<file path="config.mk">
export PLATFORM = sky130hd
export DESIGN_NAME = logicalunit_prober_flat
export DESIGN_NICKNAME = d
export VERILOG_FILES = /design/src/rtl/logicalunit_prober_pkg.sv /design/src/rtl/logicalunit_prober_if.sv /design/src/rtl/logicalunit_prober_settle_timer.sv /design/src/rtl/logicalunit_prober.sv /design/src/flat_wrapper.sv
export SDC_FILE = /design/constraint.sdc
export NUM_CORES = 1
export LEC_CHECK = 0
export BUFFER_PORTS_ARGS = -buffer_cell sky130_fd_sc_hd__buf_2
export CAP_MARGIN = 20
export CORE_UTILIZATION = 48
export DETAILED_ROUTE_END_ITERATION = 7
export GPL_TIMING_DRIVEN = 0
export PLACE_DENSITY = 0.75
export REMOVE_ABC_BUFFERS = 1
export SYNTH_ARGS = -nofsm -noshare
export SYNTH_HDL_FRONTEND = slang
export SYNTH_SLANG_ARGS = --single-unit
</file>
<file path="constraint.sdc">
create_clock -name clk -period 1.4 [get_ports clk]
set_input_delay 0.21 -clock clk [delete_from_list [all_inputs] [get_ports clk]]
set_output_delay 0.21 -clock clk [all_outputs]
set_load 0.05 [all_outputs]
</file>
<file path="src/rtl/logicalunit_prober_pkg.sv">
// Shared definitions for the logical-unit prober: FSM encodings, vector indices and
// the settle-counter width helper.
package logicalunit_prober_pkg;

  typedef enum logic [2:0] {
    StIdle   = 3'd0,
    StSettle = 3'd1,
    StSamp0  = 3'd2,
    StSamp1  = 3'd3,
    StDone   = 3'd4
  } state_e;

  // Vector index = {a,b}; also the func_found bit position for that vector.
  localparam logic [1:0] VEC_00 = 2'd0;
  localparam logic [1:0] VEC_01 = 2'd1;
  localparam logic [1:0] VEC_10 = 2'd2;
  localparam logic [1:0] VEC_11 = 2'd3;

  function automatic int unsigned settle_cnt_width(input int unsigned cycles);
    int unsigned w;
    w = $clog2(cycles + 1);
    return (w < 1) ? 1 : w;
  endfunction

endpackage

</file>
<file path="src/rtl/logicalunit_prober_if.sv">
// Controller/unit-facing signal bundle of the prober; slave is the prober side,
// master the controller plus logical unit.
interface logicalunit_prober_if;

  logic       start;
  logic [3:0] expected;
  logic       probe_a;
  logic       probe_b;
  logic       probe_out;
  logic       busy;
  logic       done;
  logic [3:0] func_found;
  logic       match;
  logic       unstable;

  modport slave (
    input  start,
    input  expected,
    input  probe_out,
    output probe_a,
    output probe_b,
    output busy,
    output done,
    output func_found,
    output match,
    output unstable
  );

  modport master (
    output start,
    output expected,
    output probe_out,
    input  probe_a,
    input  probe_b,
    input  busy,
    input  done,
    input  func_found,
    input  match,
    input  unstable
  );

endinterface

</file>
<file path="src/rtl/logicalunit_prober_settle_timer.sv">
// Settle down-counter: load on SETTLE entry, count down while enabled, flag at zero.
module logicalunit_prober_settle_timer
  import logicalunit_prober_pkg::*;
#(
  parameter int unsigned SETTLE_CYCLES = 2
) (
  input  logic clk,
  input  logic rst,
  input  logic load,
  input  logic en,
  output logic zero
);

  localparam int unsigned CntW    = settle_cnt_width(SETTLE_CYCLES);
  // Loading N-1 makes the zero flag mark the last of N settle cycles.
  localparam int unsigned LoadInt = (SETTLE_CYCLES == 0) ? 0 : SETTLE_CYCLES - 1;
  localparam logic [CntW-1:0] LoadVal = CntW'(LoadInt);

  logic [CntW-1:0] cnt_q, cnt_d;

  always_comb begin
    cnt_d = cnt_q;
    if (load) begin
      cnt_d = LoadVal;
    end else if (en && (cnt_q != '0)) begin
      cnt_d = cnt_q - 1'b1;
    end
  end

  always_ff @(posedge clk) begin
    if (rst) begin
      cnt_q <= '0;
    end else begin
      cnt_q <= cnt_d;
    end
  end

  assign zero = (cnt_q == '0);

endmodule

</file>
<file path="src/rtl/logicalunit_prober.sv">
// Reader side of the 2-input logical unit: walks a/b through all four vectors, samples
// the unit output twice per vector and recovers/compares its 4-bit func word.
module logicalunit_prober
  import logicalunit_prober_pkg::*;
#(
  parameter int unsigned SETTLE_CYCLES = 2
) (
  input logic                 clk,
  input logic                 rst,
  logicalunit_prober_if.slave bus
);

  localparam bit SkipSettle = (SETTLE_CYCLES == 0);

  state_e     state_q, state_d;
  logic [1:0] idx_q, idx_d;
  logic       s0_q, s0_d;
  logic [3:0] exp_q, exp_d;
  logic       busy_q, busy_d;
  logic       done_q, done_d;
  logic [3:0] func_q, func_d;
  logic       match_q, match_d;
  logic       unst_q, unst_d;

  logic timer_load;
  logic timer_en;
  logic timer_zero;

  logicalunit_prober_settle_timer #(
    .SETTLE_CYCLES(SETTLE_CYCLES)
  ) u_settle_timer (
    .clk  (clk),
    .rst  (rst),
    .load (timer_load),
    .en   (timer_en),
    .zero (timer_zero)
  );

  always_comb begin
    state_d    = state_q;
    idx_d      = idx_q;
    s0_d       = s0_q;
    exp_d      = exp_q;
    busy_d     = busy_q;
    done_d     = 1'b0;
    func_d     = func_q;
    match_d    = match_q;
    unst_d     = unst_q;
    timer_load = 1'b0;
    timer_en   = 1'b0;

    case (state_q)
      StIdle: begin
        if (bus.start) begin
          exp_d   = bus.expected;
          func_d  = '0;
          match_d = 1'b0;
          unst_d  = 1'b0;
          busy_d  = 1'b1;
          idx_d   = VEC_00;
          if (SkipSettle) begin
            state_d = StSamp0;
          end else begin
            state_d    = StSettle;
            timer_load = 1'b1;
          end
        end
      end

      StSettle: begin
        timer_en = 1'b1;
        if (timer_zero) begin
          state_d = StSamp0;
        end
      end

      StSamp0: begin
        s0_d    = bus.probe_out;
        state_d = StSamp1;
      end

      StSamp1: begin
        func_d[idx_q] = bus.probe_out;
        if (s0_q != bus.probe_out) begin
          unst_d = 1'b1;
        end
        if (idx_q == VEC_11) begin
          // Probes keep the {1,1} vector; only the status flags change here.
          state_d = StDone;
          busy_d  = 1'b0;
          done_d  = 1'b1;
          match_d = (func_d == exp_q) && !unst_d;
        end else begin
          idx_d = idx_q + 2'd1;
          if (SkipSettle) begin
            state_d = StSamp0;
          end else begin
            state_d    = StSettle;
            timer_load = 1'b1;
          end
        end
      end

      StDone: begin
        state_d = StIdle;
      end

      default: begin
        state_d = StIdle;
      end
    endcase
  end

  always_ff @(posedge clk) begin
    if (rst) begin
      state_q <= StIdle;
      idx_q   <= VEC_00;
      s0_q    <= 1'b0;
      exp_q   <= '0;
      busy_q  <= 1'b0;
      done_q  <= 1'b0;
      func_q  <= '0;
      match_q <= 1'b0;
      unst_q  <= 1'b0;
    end else begin
      state_q <= state_d;
      idx_q   <= idx_d;
      s0_q    <= s0_d;
      exp_q   <= exp_d;
      busy_q  <= busy_d;
      done_q  <= done_d;
      func_q  <= func_d;
      match_q <= match_d;
      unst_q  <= unst_d;
    end
  end

  // The vector index register doubles as the probe drive, so probes are registered.
  assign bus.probe_a    = idx_q[1];
  assign bus.probe_b    = idx_q[0];
  assign bus.busy       = busy_q;
  assign bus.done       = done_q;
  assign bus.func_found = func_q;
  assign bus.match      = match_q;
  assign bus.unstable   = unst_q;

endmodule

</file>
<file path="src/flat_wrapper.sv">
// flat-port wrapper written by rule: the top's interface ports become plain ports
module logicalunit_prober_flat import logicalunit_prober_pkg::*;
#(
  parameter int unsigned SETTLE_CYCLES = 2
)
  (clk, rst, bus_start, bus_expected, bus_probe_out, bus_probe_a, bus_probe_b, bus_busy, bus_done, bus_func_found, bus_match, bus_unstable);
  logicalunit_prober_if bus_i ();
  input logic clk;
  input logic rst;
  input wire logic [$bits(bus_i.start)-1:0] bus_start;
  input wire logic [$bits(bus_i.expected)-1:0] bus_expected;
  input wire logic [$bits(bus_i.probe_out)-1:0] bus_probe_out;
  output wire logic [$bits(bus_i.probe_a)-1:0] bus_probe_a;
  output wire logic [$bits(bus_i.probe_b)-1:0] bus_probe_b;
  output wire logic [$bits(bus_i.busy)-1:0] bus_busy;
  output wire logic [$bits(bus_i.done)-1:0] bus_done;
  output wire logic [$bits(bus_i.func_found)-1:0] bus_func_found;
  output wire logic [$bits(bus_i.match)-1:0] bus_match;
  output wire logic [$bits(bus_i.unstable)-1:0] bus_unstable;
  assign bus_i.start = bus_start;
  assign bus_i.expected = bus_expected;
  assign bus_i.probe_out = bus_probe_out;
  assign bus_probe_a = bus_i.probe_a;
  assign bus_probe_b = bus_i.probe_b;
  assign bus_busy = bus_i.busy;
  assign bus_done = bus_i.done;
  assign bus_func_found = bus_i.func_found;
  assign bus_match = bus_i.match;
  assign bus_unstable = bus_i.unstable;
  logicalunit_prober #(.SETTLE_CYCLES(SETTLE_CYCLES)) u_core (.clk(clk), .rst(rst), .bus(bus_i));
endmodule
</file>
### Yosys cells after proc, flatten, opt, wreduce, memory -nomap -nowiden

Cells that the tools add are included.

| operators by class | value |
|---|---|
| $add $sub $neg | 2 |
| magnitude comparators | 2 |
| equality and inequality tests | 10 |
| muxes and demuxes | 28 |
| bitwise gates (word level) | 1 |
| reduce and logical (&&, ||, !) cells | 16 |

Operators with widths:

| kind | count |
|---|---|
| two-way mux 1 bit | 13 |
| case mux 3 bit (4 select lines) | 1 |
| two-way mux 3 bit | 3 |
| case mux 1 bit (2 select lines) | 4 |
| case mux 4 bit (2 select lines) | 1 |
| equality test 3 x 2 -> 1 bit, second input constant | 2 |
| AND reduction 2 bit | 3 |
| AND reduction 3 bit | 2 |
| nonzero test 2 bit | 3 |
| bitwise mux 4 bit | 1 |
| equality test 4 bit | 1 |
| two-way mux 2 bit | 2 |
| two-way mux 4 bit | 1 |
| inequality test 2 x 1 -> 1 bit, second input constant | 2 |
| inequality test 2 bit, second input constant | 2 |
| case mux 2 bit (2 select lines) | 1 |
| OR reduction 2 bit | 2 |
| equality test 3 x 1 -> 1 bit, second input constant | 1 |
| logical AND 1 bit | 3 |
| zero test 3 bit | 1 |
| < comparator 2 x 3 -> 1 bit, second input constant | 1 |
| adder 2 x 1 -> 2 bit, second input constant | 1 |
| demux 1 bit (select 2 bit) | 1 |
| equality test 2 bit, second input constant | 1 |
| other kinds (6) | 6 |

| storage, ports and cells | value |
|---|---|
| bits in registers | 20 |
| output and inout port bits | 10 |
| word-level logic and storage cells | 70 |

### Depth between registers and ports, before layout

| depth | value |
|---|---|
| depth after elaboration | 9 |
| mapped depth | 6 |

### Cells and area by module

From an unflattened synthesis, not the netlist that was laid out.

| second synthesis, totals | value |
|---|---|
| cell total of the unflattened synthesis | 116 |
| area total of the unflattened synthesis | 1068.5 µm² |

Modules (own cells, without submodules):

| module | times used | cells an instance | area an instance (µm²) | seq. area each (µm²) |
|---|---|---|---|---|
| logicalunit_prober | 1 | 105 | 944.7 | 360.3 |
| logicalunit_prober_settle_timer | 1 | 11 | 123.9 | 40.0 |

### Worst setup path after synthesis

Ideal clock, no wire load.

| path | value |
|---|---|
| path type | reg-to-reg |
| start | register u_core.idx_q[0] |
| end | register u_core.match_q (netlist: u_core.bus.match) |
| setup time | 61 ps |
| arrival time | 1726 ps |
| required time | 1339 ps |
| path slack | -388 ps |
| stages on the path, launching flop included | 6 |
| path through | dfxtp_1 ha_1 mux2i_1 xnor2_1 nor4_1 a32o_1 |

| on the way | value |
|---|---|
| cells in the longest elaborated chain, start to end | 9 |

RTL lines:

| item | line | text |
|---|---|---|
| start, declared | logicalunit_prober.sv:16 | `logic [1:0] idx_q, idx_d;` |
| start signal, assigned | logicalunit_prober.sv:127 | `idx_q <= idx_d;` |
| < comparator 2 x 3 -> 1 bit (implied by the code) / >= comparator 2 x 1 -> 1 bit (equally long branches) | logicalunit_prober.sv:83 | `func_d[idx_q] = bus.probe_out;` |
| logical AND 1 bit (implied by the code) | logicalunit_prober.sv:83 |  |
| two-way mux 1 bit (implied by the code) | logicalunit_prober.sv:83 |  |
| demux 1 bit (select 2 bit) | -- |  |
| bitwise mux 4 bit | logicalunit_prober.sv:83 |  |
| equality test 4 bit | logicalunit_prober.sv:92 | `match_d = (func_d == exp_q) && !unst_d;` |
| logical AND 1 bit | logicalunit_prober.sv:92 |  |
| two-way mux 1 bit | logicalunit_prober.sv:87 | `if (idx_q == VEC_11) begin` |
| case mux 1 bit (2 select lines) | logicalunit_prober.sv:52 | `case (state_q)` |
| end signal, assigned | logicalunit_prober.sv:133 | `match_q <= match_d;` |
| end, declared | logicalunit_prober.sv:22 | `logic match_q, match_d;` |

Parallel ways exist; a longest one is shown, timed or not. The select of a mux whose other input is x is not followed.
A chain may end at the register's enable or synchronous reset.

### Final worst setup path

Same ends and word-level chain as after synthesis.

==> summary.txt <==
STA
  – Final Slew Violations: 0
  – Final Skew: 0.01907 ns
  – Fin crit period: 1.453 ns
  – Tcrit/Tclk final: 103.8%
  – RSZ-0062 raised after global routing: yes
  – Setup TNS: -0.1249 ns
  – Max_slew headroom: 71.22%
  – Final hold violation count: 0
  – Max Fclk: 0.6885 GHz
  – Slew @ Worst Pin: 0.4316 ns
  – Final setup viols: 3
  – Worst Setup Slack, final: -0.05251 ns
  – Hold WS: 0.1405 ns

Die
  – Die Y-Extent: 48.57 um
  – Core ar.: 2002 um2
  – Io pins: 18
  – Site Rows: 16
  – Die Wd: 48.57 um
  – DIE AREA: 2359 um2
  – Starting Density: 52.00%

Clock tree
  – Clk buf depth: 2
  – Clk Latency, worst-skew pair: 0.32 ns
  – Clock Sinks: 20
  – CTS clk-pin slew, worst paths: 0.12 ns
  – Clock root cell: clkbuf_4
  – CTS H-tree lvls: 1
  – CTS tree: done
  – CTS Hold Buffers Added: 0
  – TritonCTS buffer count: 3

Synthesis
  – Mapped cell area: 1041 um2
  – Library cells used by synthesis: 30
  – #FFs+latches synth: 20
  – Syn Area/Cell: 9.639 um2
  – Cells after Synth: 108
  – Yosys synthesis warning count: 0
  – Sequential-to-total area share from yosys stat: 38.46%

Placed design
  – RePlAce Congestion: 0.7366
  – DP HPWL: 1267 um
  – Post-place setup slack: -0.3150 ns
  – Buffers on Ports: 17

Power and ir drop
  – Worst VDD drop: 0.7053 mV
  – PD cells: 962.0 nW/um2
  – Leak pwr: 0.5171 nW

GRT
  – Met2 Usage GRT: 28.17%
  – First-pass GRT wire length: 3305 um
  – Met3 usage: 6.918%
  – Initial antenna violation count: 0
  – Met1 Track Usage GR: 23.12%
  – Busiest layer in global routing: met2
  – Total grt overflow: 0
  – Vias in the first global route: 735
  – Largest net degree at the start of global routing: 22
  – GRT Overall Usage: 17.96%

Detailed routing
  – First drt pass iteration count: 4
  – DRT Wirelength: 2163 um
  – Via count: 846
  – Routed Antenna Nets: 0
  – Wirelength per Cell: 13.69 um
  – Post-route DRC: 0
  – DRT iter0 DRCs: 15
  – Vias per cell: 5.354

Setup path
  – Worst setup SP type: register
  – CP peak stage delay: 0.42 ns
  – Cells along the critical path: buf_4 -> ha_4 -> mux2i_2 -> xnor2_1 -> nor4_2 -> a32o_1
  – CP bufs+invs: 1
  – Critical-path top delay cell: dfxtp_4
  – Worst endpoint data arrival time: 1.65 ns
  – Crit Path Max Fanout: 6
  – Critical Path RT: 1.60 ns
  – Setup slack, reg-to-reg: -0.05 ns
  – Worst path top cell family by delay: flip-flops
  – Setup crit end kind: register
  – Kind of critical path: register to register

Status
  – Failing checks: setup timing
  – Status: finished, violations left

Layout
  – Nets: 146
  – Final core utilization: 65.81%
  – Share of cells above drive strength 1: 42.75%
  – Area delta synth->final: 26.56%
  – Number of antenna cells inserted: 0

Flow run
  – Max-Cap Viols: 0

Hold path
  – Min-delay worst type: input port to register
==> final cells by class <==
class	count	area, um2
Clock buffer	3	22.52
Fill cell	159	684.4
Inverter	4	20.02
Multi-Input combinational cell	77	655.6
Sequential cell	20	417.9
Tap cell	27	33.78
Timing Repair Buffer	27	167.7
==> what timing repair did <==
item / in CTS / in global routing
buffers inserted: 5 / 6
endpoints found under the hold margin: 0 / 0
resized for setup: 18 / 16
pin swaps: 7 / 6
setup endpoints to repair: 16 / 12
==> kinds of logic (layout without fill, tap and decap cells) <==
group,count (synthesis),count (layout),synth area share [%]
DFF,20,20,38.46
xor gates and xnor gates,6,6,5.048
muxes,9,9,8.774
adders and majority gates,5,5,6.010
and+or+nand+nor,38,38,22.96
buffers and inverters,11,34,7.691
AOI/OAI and AO/OA,19,19,11.06
==> cells in the mapped netlist, drive strengths merged <==
cell | n | share of area (%)
nand3 | 1 | 0.48
nor2 | 16 | 6.0
inv | 4 | 1.4
and4bb | 1 | 1.2
buf | 7 | 6.2
nand2b | 2 | 1.2
nor3 | 2 | 0.96
a22oi | 1 | 0.72
a2111oi | 1 | 1.4
nor4 | 3 | 2.4
xor2 | 1 | 0.84
xnor2 | 5 | 4.2
a211oi | 1 | 0.72
dfxtp | 20 | 38
ha | 5 | 6.0
a21oi | 9 | 4.3
nor4b | 2 | 4.6
and2 | 1 | 0.60
mux2i | 8 | 7.7
a32o | 1 | 0.96
o21ai | 6 | 2.9
mux2 | 1 | 1.1
nand2 | 6 | 2.4
and3b | 1 | 0.96
nand3b | 3 | 2.2
==> routing by layer <==
layer  share of wire, %  routed length, um
met5                  0                  0
met4               0.46                 10
met3                5.7                124
met2                 49               1054
met1                 45                973
==> per-stage QoR <==
| step | std cells | total power (W) | area (um2) |
|---|---|---|---|
| 2_1_floorplan | 101 | 0.0008458 | 975.9 |
| 3_3_place_gp | 145 | 0.0009005 | 1095 |
| 3_5_place_dp | 145 | 0.0009076 | 1095 |
| 4_1_cts | 153 | 0.001202 | 1220 |
| 5_1_grt | 158 | 0.001320 | 1318 |
| 6_report | 158 | 0.001267 | 1318 |
==> path summary, 6_finish.rpt <==
path,startpoint,endpoint,cells past startpoint
worst max-delay path,u_core.idx_q[0],u_core.bus.match,6
worst min register to register,u_core.bus.busy,u_core.bus.busy,2
worst min-delay path,bus_expected[2],u_core.exp_q[2],3
worst max register to register,u_core.idx_q[0],u_core.bus.match,6
==> cell usage in the layout, fill, tap and decap left out, drive strengths merged, types with 2 or more instances in the layout <==
cell type,netlist,layout
nor3,2,2
nand3b,3,3
dfxtp,20,20
nand2b,2,2
clkbuf,0,3
a21oi,9,9
nor4b,2,2
buf,7,27
nor2,16,16
inv,4,4
mux2i,8,8
o21ai,6,6
ha,5,5
nor4,3,3
xnor2,5,5
nand2,6,6
==> state kept, by name (all words and copies together) (netlist names) <==
signal / flops
u_core.bus.done: 1
u_core.bus.busy: 1
u_core.idx_q: 2
u_core.bus.func_found: 4
u_core.s0_q: 1
u_core.state_q: 3
u_core.bus.match: 1
u_core.u_settle_timer.cnt_q: 2
u_core.exp_q: 4
u_core.bus.unstable: 1
==> power breakdown <==
part | leakage, nW | internal, W | total [W] | switching, W
logic | 0.337 | 0.000167 | 0.000333 | 0.000167
clock network | 0.0138 | 0.000101 | 0.000281 | 0.000181
registers | 0.166 | 0.000607 | 0.000653 | 0.0000459
total | 0.517 | 0.000874 | 0.00127 | 0.000393
==> worst min-delay path: cells and delay by family <==
family        cells  cell delay (ns)
simple gates      1             0.07
buf+inv           1             0.07
mux               1             0.05
No activity file was read; power rests on OpenSTA's default activity.
